==> src/rtl/mem_port_arbiter.sv <==
// ============================================================================
// mem_port_arbiter
// ----------------------------------------------------------------------------
// Shares one single-port, fixed-latency memory between the pipeline's IF
// stage (read-only fetch) and MEM stage (load/store).  One requester is
// granted at a time.  The command is held on the RAM port for LATENCY cycles.
// The read data is captured on the last of those cycles and returned with a
// one-cycle ack.  Each access walks IDLE -> ACCESS -> RESP -> IDLE, so it
// occupies LATENCY+2 cycles from the request being seen to the ack.
//
// Arbitration: MEM beats IF, because MEM holds the older instruction.
//
// Optional feature (compile-time macro MEM_ARB_STARVE_GUARD_EN):
//   A starve counter counts the IDLE arbitrations that IF loses to MEM.
//   Once the counter reaches STARVE_LIMIT, IF wins the next arbitration.
//   The counter clears whenever IF is granted.  With the macro undefined,
//   MEM has fixed priority and no counter logic is built.
//
// Parameters
//   ADDR_W        address width, both requesters and memory
//   DATA_W        data width
//   LATENCY       cycles a command is held on the RAM port (>= 1)
//   STARVE_LIMIT  IF losses before IF is forced to win (guard build only)
//
// Ports
//   clk_i        clock, rising edge
//   rst_i        asynchronous active-high reset
//   if_req_i     fetch request, held until if_ack_o
//   if_addr_i    fetch address
//   if_rdata_o   fetched word, held until the next IF ack
//   if_ack_o     one-cycle IF completion pulse
//   mem_req_i    load/store request, held until mem_ack_o
//   mem_we_i     1 = store, 0 = load
//   mem_addr_i   load/store address
//   mem_wdata_i  store data
//   mem_rdata_o  load data, held until the next MEM ack
//   mem_ack_o    one-cycle MEM completion pulse
//   stall_if_o   if_req_i & ~if_ack_o
//   stall_mem_o  mem_req_i & ~mem_ack_o
//   ram_en_o     RAM command valid
//   ram_we_o     RAM write enable, only high together with ram_en_o
//   ram_addr_o   RAM address, registered from the granted requester
//   ram_wdata_o  RAM write data
//   ram_rdata_i  RAM read data, sampled on the last ACCESS cycle
// ============================================================================
module mem_port_arbiter #(
    parameter int ADDR_W       = 32,
    parameter int DATA_W       = 32,
    parameter int LATENCY      = 2,
    parameter int STARVE_LIMIT = 4
) (
    input  logic              clk_i,
    input  logic              rst_i,
    input  logic              if_req_i,
    input  logic [ADDR_W-1:0] if_addr_i,
    output logic [DATA_W-1:0] if_rdata_o,
    output logic              if_ack_o,
    input  logic              mem_req_i,
    input  logic              mem_we_i,
    input  logic [ADDR_W-1:0] mem_addr_i,
    input  logic [DATA_W-1:0] mem_wdata_i,
    output logic [DATA_W-1:0] mem_rdata_o,
    output logic              mem_ack_o,
    output logic              stall_if_o,
    output logic              stall_mem_o,
    output logic              ram_en_o,
    output logic              ram_we_o,
    output logic [ADDR_W-1:0] ram_addr_o,
    output logic [DATA_W-1:0] ram_wdata_o,
    input  logic [DATA_W-1:0] ram_rdata_i
);

    // The countdown only has to hold LATENCY-1.  It keeps at least one bit
    // so that LATENCY=1 still elaborates.
    localparam int CNT_W    = (LATENCY > 1) ? $clog2(LATENCY) : 1;
    localparam int STARVE_W = ($clog2(STARVE_LIMIT + 1) > 3) ? $clog2(STARVE_LIMIT + 1) : 3;

    // Reject parameter values that cannot describe a real memory or guard.
    if (LATENCY < 1 || STARVE_LIMIT < 1) begin : g_bad_param
        $error("mem_port_arbiter: LATENCY and STARVE_LIMIT must be >= 1");
    end

    typedef enum logic [1:0] {
        IDLE   = 2'd0,
        ACCESS = 2'd1,
        RESP   = 2'd2
    } state_t;

    state_t           state;
    logic [CNT_W-1:0] cnt;
    logic             grant_if;
    logic             grant_mem;
    logic             is_store;
    logic             pick_if;
    logic             pick_mem;

`ifdef MEM_ARB_STARVE_GUARD_EN
    logic [STARVE_W-1:0] starve_cnt;
    logic                force_if;
`endif

    // Pick the winner of an IDLE arbitration.  MEM wins by default.  In the
    // guard build, a starved IF that is still requesting takes the slot.
    always_comb begin
        pick_if  = 1'b0;
        pick_mem = 1'b0;
`ifdef MEM_ARB_STARVE_GUARD_EN
        force_if = if_req_i && (starve_cnt >= STARVE_W'(STARVE_LIMIT));
        pick_mem = mem_req_i && !force_if;
`else
        pick_mem = mem_req_i;
`endif
        pick_if  = if_req_i && !pick_mem;
    end

    // Main sequencer.
    //
    // Every RAM port signal and ack is a register, so the memory macro and
    // the pipeline only ever see glitch-free values.  The ack is raised on
    // the same edge that leaves ACCESS, which places it in the RESP cycle.
    // The default clear below then drops it one cycle later.  Reset aborts
    // any command in flight, and no ack follows it.
    always_ff @(posedge clk_i or posedge rst_i) begin
        if (rst_i) begin
            state       <= IDLE;
            cnt         <= '0;
            grant_if    <= 1'b0;
            grant_mem   <= 1'b0;
            is_store    <= 1'b0;
            if_rdata_o  <= '0;
            mem_rdata_o <= '0;
            if_ack_o    <= 1'b0;
            mem_ack_o   <= 1'b0;
            ram_en_o    <= 1'b0;
            ram_we_o    <= 1'b0;
            ram_addr_o  <= '0;
            ram_wdata_o <= '0;
`ifdef MEM_ARB_STARVE_GUARD_EN
            starve_cnt  <= '0;
`endif
        end else begin
            if_ack_o  <= 1'b0;
            mem_ack_o <= 1'b0;

            case (state)
                IDLE: begin
                    if (pick_mem || pick_if) begin
                        grant_mem   <= pick_mem;
                        grant_if    <= pick_if;
                        is_store    <= pick_mem && mem_we_i;
                        ram_en_o    <= 1'b1;
                        ram_we_o    <= pick_mem && mem_we_i;
                        ram_addr_o  <= pick_mem ? mem_addr_i : if_addr_i;
                        ram_wdata_o <= pick_mem ? mem_wdata_i : '0;
                        cnt         <= CNT_W'(LATENCY - 1);
                        state       <= ACCESS;
`ifdef MEM_ARB_STARVE_GUARD_EN
                        // Only a lost arbitration counts as starvation.
                        // An IF that is not requesting cannot starve.
                        if (pick_if) begin
                            starve_cnt <= '0;
                        end else if (if_req_i) begin
                            starve_cnt <= starve_cnt + 1'b1;
                        end
`endif
                    end
                end

                ACCESS: begin
                    if (cnt == '0) begin
                        // Last command cycle: the RAM output is valid now.
                        // A store leaves the load data register untouched.
                        if (grant_if) begin
                            if_rdata_o <= ram_rdata_i;
                        end else if (!is_store) begin
                            mem_rdata_o <= ram_rdata_i;
                        end
                        if_ack_o  <= grant_if;
                        mem_ack_o <= grant_mem;
                        ram_en_o  <= 1'b0;
                        ram_we_o  <= 1'b0;
                        state     <= RESP;
                    end else begin
                        cnt <= cnt - 1'b1;
                    end
                end

                RESP: begin
                    // No arbitration here.  A loser waits for the next IDLE.
                    grant_if  <= 1'b0;
                    grant_mem <= 1'b0;
                    is_store  <= 1'b0;
                    state     <= IDLE;
                end

                default: begin
                    state <= IDLE;
                end
            endcase
        end
    end

    // Stalls must respond within the cycle so that the pipe registers freeze
    // on the very edge where a request is left waiting.
    assign stall_if_o  = if_req_i  & ~if_ack_o;
    assign stall_mem_o = mem_req_i & ~mem_ack_o;

endmodule

==> config.mk <==
export PLATFORM = sky130hd
export DESIGN_NAME = mem_port_arbiter
export DESIGN_NICKNAME = d
export VERILOG_FILES = /design/src/rtl/mem_port_arbiter.sv
export SDC_FILE = /design/constraint.sdc
export NUM_CORES = 1
export LEC_CHECK = 0
export ABC_AREA = 1
export CAP_MARGIN = 20
export CORE_UTILIZATION = 39
export CTS_BUF_LIST = sky130_fd_sc_hd__clkbuf_4
export DETAILED_ROUTE_END_ITERATION = 8
export PLACE_DENSITY = 0.85
export SETUP_SLACK_MARGIN = 0.2
export SYNTH_ARGS = -nofsm -noshare
export SYNTH_HDL_FRONTEND = slang
export SYNTH_SLANG_ARGS = --single-unit
==> constraint.sdc <==
create_clock -name clk_i -period 4.8 [get_ports clk_i]
set_clock_uncertainty 0.05 [all_clocks]
set_input_delay 1.2 -clock clk_i [delete_from_list [all_inputs] [get_ports clk_i]]
set_output_delay 1.2 -clock clk_i [all_outputs]
set_load 0.1 [all_outputs]
==> key figures, run 1 <==
Setup path
  – Critical Path, Cell by Cell: clkdlybuf4s50_1, inv_1, nor2_1, buf_4
  – Worst Setup Start Kind: input pin
  – Critical Path RT: 3.55 ns
  – Max FO, Critical Path: 2
  – FF-to-FF Start: state[1]
  – Max incr delay on CP: 0.48 ns
  – WS Path Type: in2out
  – Flop-to-flop setup slack: 2.54 ns
  – CP max stage cell: clkdlybuf4s50_1
  – Reg2Reg Depth: 5
  – Crit path DAT: 2.12 ns
  – Reg2reg end: if_rdata_o[11]
  – Critical Path Sink Type: output port

Die
  – Die W: 124 um
  – Boundary Pins: 267
  – Starting Density: 0.399
  – Chip height: 124 um
  – # rows: 44
  – Die area: 15400 sq um
  – Placeable Area: 14500 sq um

Synth
  – Part of the Yosys area used for sequential elements: 0.596
  – Most common cell in the netlist: nand2_1
  – Post-synth EDFFs: 0
  – Post-synthesis register bit count: 138
  – Syn Inst Count: 701
  – Post-Syn Area per Cell: 8.27 sq um
  – Synth area leader: dfrtp_1
  – Largest cells by area after synthesis: dfrtp_1, nand2_1, nand4_1, nand3_1, buf_2
  – Commonest cells in the netlist: nand2_1, dfrtp_1, nand3_1, nand4_1, buf_2
  – Synth top area share: 0.596
  – Yosys cell types: 15
  – Post-Syn Nets: 834
  – Mapped cell area: 5800 sq um
  – Synth Flop Type: dfrtp_1
  – Synth warn: 0
  – Share of flip-flops with an asynchronous set or reset: 1.00

GRT
  – Vias in the first global route: 5241
  – Overall routing resource usage: 0.222
  – First-pass GRT wire length: 26.0 mm
  – Overflow after GRT: 0
  – Largest net degree at the start of global routing: 87
  – Initial antenna violation count: 0

Placed design
  – HPWL after DPL: 12.0 mm
  – Final RePlAce weighted congestion: 0.764
  – Port bufs: 266

STA
  – Final min period: 3.37 ns
  – Final Max Slew Viols: 0
  – Unrepaired setup endpoints after global routing: false
  – Fin Setup TNS: 0 ns
  – Slew @ Worst Pin: 1.04 ns
  – Highest Clock Rate: 0.297 GHz
  – Final Hold Vio Count: 0
  – Setup Viol. Count Final: 0
  – Slew HR: 0.304
  – Final period util: 0.702

Clocking
  – TritonCTS clock tree: yes
  – Setup Fix Bufs, Post-CTS: 0
  – Clock transition at path regs: 0.11 ns
  – CTS sink count: 138
  – CTS Buf Count: 17
  – CTS resizes: 0
  – Root Driver: clkbuf_4
  – H-Tree Depth: 4
  – Clock latency on the worst-skew pair: 0.52 ns
  – CTS Buffer Depth: 2
  – Post-CTS Hold Fix Bufs: 0

Status
  – Status: finished, final reports clean

Worst hold path
  – Hold Startpoint: if_rdata_o[25]
  – Worst min-delay path endpoint: if_rdata_o[25]
  – Worst min path class: reg2reg
  – Hold Path Depth: 2

Final layout
  – Layout cell share with drive strength beyond 1: 0.0579
  – Layout Nets: 1088
  – Area Overhead vs Synth: 54.6%

Drt
  – WL final: 17.0 mm
  – Vias per Instance: 4.80
  – Initial drt markers: 335
  – Number of vias in the routed layout: 5529
  – Drt wl/cell: 14.8 um
  – DRC viols: 0
  – Initial DRT Pass Iterations: 4
  – Post-route ant nets: 0

Job
  – Max-cap viol count: 0
metal layers:
| layer | part of all wire | global-route usage | up-vias |
|---|---|---|---|
| li1 | - | - | 2705 |
| met1 | 0.41 | 0.279 | 2588 |
| met2 | 0.50 | 0.362 | 211 |
| met3 | 0.070 | 0.0659 | 25 |
| met4 | 0.022 | 0.0796 | 0 |
| met5 | 0 | 0 | - |
cells by family (layout without fill, tap and decap cells):
group / Yosys count / after routing / share of synthesized area
simple gates: 508 / 508 / 0.354
other cells: 0 / 1 / 0
buf+inv: 54 / 321 / 0.0492
flops: 138 / 138 / 0.596
compound gates: 1 / 1 / 0.000863
how the worst max path moves through the flow:
stage,start,endpoint,slack (ns),cells past startpoint
after floorplan,mem_req_i,stall_mem_o,0.72,4
after global placement,if_req_i,stall_if_o,1.43,4
after detailed placement,if_req_i,stall_if_o,1.43,4
after CTS,ram_we_o,ram_we_o,1.40,1
after global routing,mem_rdata_o[18],mem_rdata_o[18],1.36,1
final,if_req_i,stall_if_o,1.43,4
state kept, by name (all words and copies together) (netlist names):
| signal | count |
|---|---|
| is_store | 1 |
| ram_we_o | 1 |
| ram_en_o | 1 |
| state | 2 |
| ram_wdata_o | 32 |
| grant_mem | 1 |
| if_rdata_o | 32 |
| ram_addr_o | 32 |
| cnt | 1 |
| grant_if | 1 |
| if_ack_o | 1 |
| mem_rdata_o | 32 |
| mem_ack_o | 1 |
layout make-up:
type | count | area (sq um)
antenna | 1 | 2.50
clock buffer | 20 | 150
clock inverter | 12 | 245
fill | 1267 | 5570
inverter | 12 | 48.8
multi-input combinational | 509 | 2060
sequential | 138 | 3450
tap | 184 | 230
timing repair buffer | 277 | 2770
critical path: cells and delay by family:
kind / cells / cell delay (ns)
AND/OR/NAND/NOR: 1 / 0.08
buffers and inverters: 3 / 0.84
cell usage in the layout (no fill, tap or decap):
cell type	count
diode_2	1
clkinv_4	2
inv_1	6
bufinv_16	7
nand4_1	32
nand3_1	39
nor2_2	3
nor2_1	3
clkbuf_4	20
o21ai_0	1
clkdlybuf4s50_1	264
buf_12	2
inv_2	5
nand2_1	429
buf_8	1
dfrtp_1	138
clkinvlp_4	2
clkinv_2	2
nor2_4	1
buf_4	10
nand2_2	1
through the flow:
step / std cells / util / hold WS [ns] / worst slack (ns) / cell area (sq um)
3_3_place_gp: 1119 / 0.588 / 0.403 / 1.43 / 8550
3_5_place_dp: 1120 / 0.589 / 0.407 / 1.43 / 8560
5_1_grt: 1152 / 0.616 / 0.453 / 1.36 / 8960
2_1_floorplan: 701 / - / 0.419 / 0.724 / 5800
4_1_cts: 1152 / 0.616 / 0.435 / 1.40 / 8960
6_report: 1153 / 0.617 / 0.434 / 1.43 / 8960
Power of run 1 is left out: the tool's default activity adds up to more than one toggle a clock period on the data nets, which glitch-free logic cannot reach.
==> run 2, diff against run 1 <==
- clock period: 4.8 -> 3.1 ns (I/O delays scaled with it)
==> key figures, run 2 (same netlist as run 1, synthesis figures left out) <==
Status
  – Status: finished, final reports clean

STA
  – Slew HR: 0.550 (+0.246)
  – Fin Setup TNS: 0 ns (unchanged)
  – Highest Clock Rate: 0.381 GHz
  – Unrepaired setup endpoints after global routing: false
  – Final min period: 2.62 ns
  – Final Hold Vio Count: 0 (unchanged)
  – Slew @ Worst Pin: 0.674 ns (-0.366 ns)
  – Setup Viol. Count Final: 0 (unchanged)
  – Final Max Slew Viols: 0 (unchanged)
  – Final period util: 0.846

Die
  – Boundary Pins: 267 (unchanged)
  – # rows: 44 (unchanged)
  – Die W: 124 um (unchanged)
  – Placeable Area: 14500 sq um (unchanged)
  – Chip height: 124 um (unchanged)
  – Starting Density: 0.399 (unchanged)
  – Die area: 15400 sq um (unchanged)

Setup path
  – Critical Path Sink Type: output port
  – CP delay by family, top: buffers and inverters
  – CP max stage cell: clkdlybuf4s50_1
  – Max FO, Critical Path: 2 (unchanged)
  – Critical Path, Cell by Cell: clkdlybuf4s50_1, inv_1, nor2_2, buf_12
  – Flop-to-flop setup slack: 1.41 ns (-1.13 ns)
  – Max incr delay on CP: 0.56 ns (+0.08 ns)
  – Worst Setup Start Kind: input pin
  – Critical Path RT: 2.27 ns (-1.28 ns)
  – Crit path DAT: 1.80 ns (-0.32 ns)
  – Bufs and invs on worst path: 3 (unchanged)
  – WS Path Type: in2out

Clocking
  – Root Driver: clkbuf_4
  – Post-CTS Hold Fix Bufs: 0 (unchanged)
  – CTS Buffer Depth: 2 (unchanged)
  – CTS sink count: 138 (unchanged)
  – Setup Fix Bufs, Post-CTS: 0 (unchanged)
  – Clock transition at path regs: 0.11 ns (about the same)
  – CTS Buf Count: 17 (unchanged)
  – CTS resizes: 0 (unchanged)
  – TritonCTS clock tree: yes
  – H-Tree Depth: 4 (unchanged)
  – Clock latency on the worst-skew pair: 0.52 ns (about the same)

Drt
  – Post-route ant nets: 0 (unchanged)
  – Initial DRT Pass Iterations: 4 (unchanged)
  – Initial drt markers: 373 (+11%)
  – DRC viols: 0 (unchanged)
  – Vias per Instance: 4.76 (-0.65%)
  – Drt wl/cell: 14.7 um (-0.72%)
  – Number of vias in the routed layout: 5498 (-0.56%)
  – WL final: 16.9 mm (-0.63%)

GRT
  – Largest net degree at the start of global routing: 85 (-2.3%)
  – Overflow after GRT: 0 (unchanged)
  – Met3 usage: 0.0549 (-0.0110)
  – Initial antenna violation count: 0 (unchanged)
  – Vias in the first global route: 5175 (-1.3%)
  – Overall routing resource usage: 0.222 (about the same)
  – First-pass GRT wire length: 25.9 mm (-0.50%)
  – M1 GR Usage: 0.286 (+0.00695)
  – Met2 usage: 0.349 (-0.0132)
  – Top Usage Layer GRT: met2

Final layout
  – Area Overhead vs Synth: 47.6%
  – Most common cell after layout, fill and taps aside: nand2_1
  – FILL cells: 1285 (+1.4%)
  – Register area: 3450 sq um (unchanged)
  – Layout cell share with drive strength beyond 1: 0.195 (+0.137)
  – Most frequent cells in the layout: nand2_1, buf_4, dfrtp_1, clkdlybuf4s50_1, nand3_1
  – Area of the multi-input gates: 2060 sq um (+0.24%)
  – Layout Nets: 1089 (+0.092%)

Placed design
  – HPWL after DPL: 11.8 mm (-1.6%)
  – Final RePlAce weighted congestion: 0.858 (+12%)
  – Port bufs: 266 (unchanged)

Job
  – Max-cap viol count: 0 (unchanged)

Worst hold path
  – Worst min path class: reg2reg
## run 2: cell types whose count changed in the layout (fill, tap and decap cells not counted), sizes merged
cell	before	now
clkdlybuf4s50	264	132
clkinv	4	9
clkbuf	20	18
buf	13	146
clkinvlp	2	3
bufinv	7	3
## run 2: worst reg2reg max path: stages, from the launching register on
cell     delay [ns]
dfrtp_1        0.42
nor2_2         0.52
nand3_1        0.14
buf_4          0.28
nand2_1        0.11
nand2_1        0.05
## run 2: final timing paths
check	start	endpoint	cells past startpoint
min in group asynchronous	rst_i	ram_wdata_o[7]	3
setup reg to reg	grant_if	mem_rdata_o[29]	5
hold reg to reg	if_rdata_o[10]	if_rdata_o[10]	2
hold / removal	if_rdata_o[10]	if_rdata_o[10]	2
setup / recovery	if_req_i	stall_if_o	4
max in group asynchronous	rst_i	mem_rdata_o[29]	3
## run 2: through the flow
step / std cells / util / area, sq um / worst slack, ns / hold WS [ns]
floorplan: 701 / - / 5810 / 0.341 / 0.419
global placement: 1121 / 0.569 / 8260 / 0.497 / 0.406
detailed placement: 1121 / 0.569 / 8260 / 0.511 / 0.409
CTS: 1153 / 0.588 / 8550 / 0.503 / 0.437
global route: 1153 / 0.588 / 8550 / 0.437 / 0.454
finish: 1154 / 0.589 / 8560 / 0.479 / 0.433
## run 2: layout make-up
class / instances / area share
Inverter: 12 / 0.00570
Multi-Input combinational cell: 509 / 0.241
Tap cell: 184 / 0.0269
Clock buffer: 18 / 0.0158
Timing Repair Buffer: 278 / 0.288
Antenna cell: 1 / 0.000292
Clock inverter: 14 / 0.0181
Sequential cell: 138 / 0.404
## run 2: layer usage
layer / vias up / share of wire
li1: 2695 / -
met1: 2542 / 0.41
met2: 218 / 0.49
met3: 43 / 0.068
met4: 0 / 0.033
met5: - / 0
Power of run 2 is left out for the same reason.
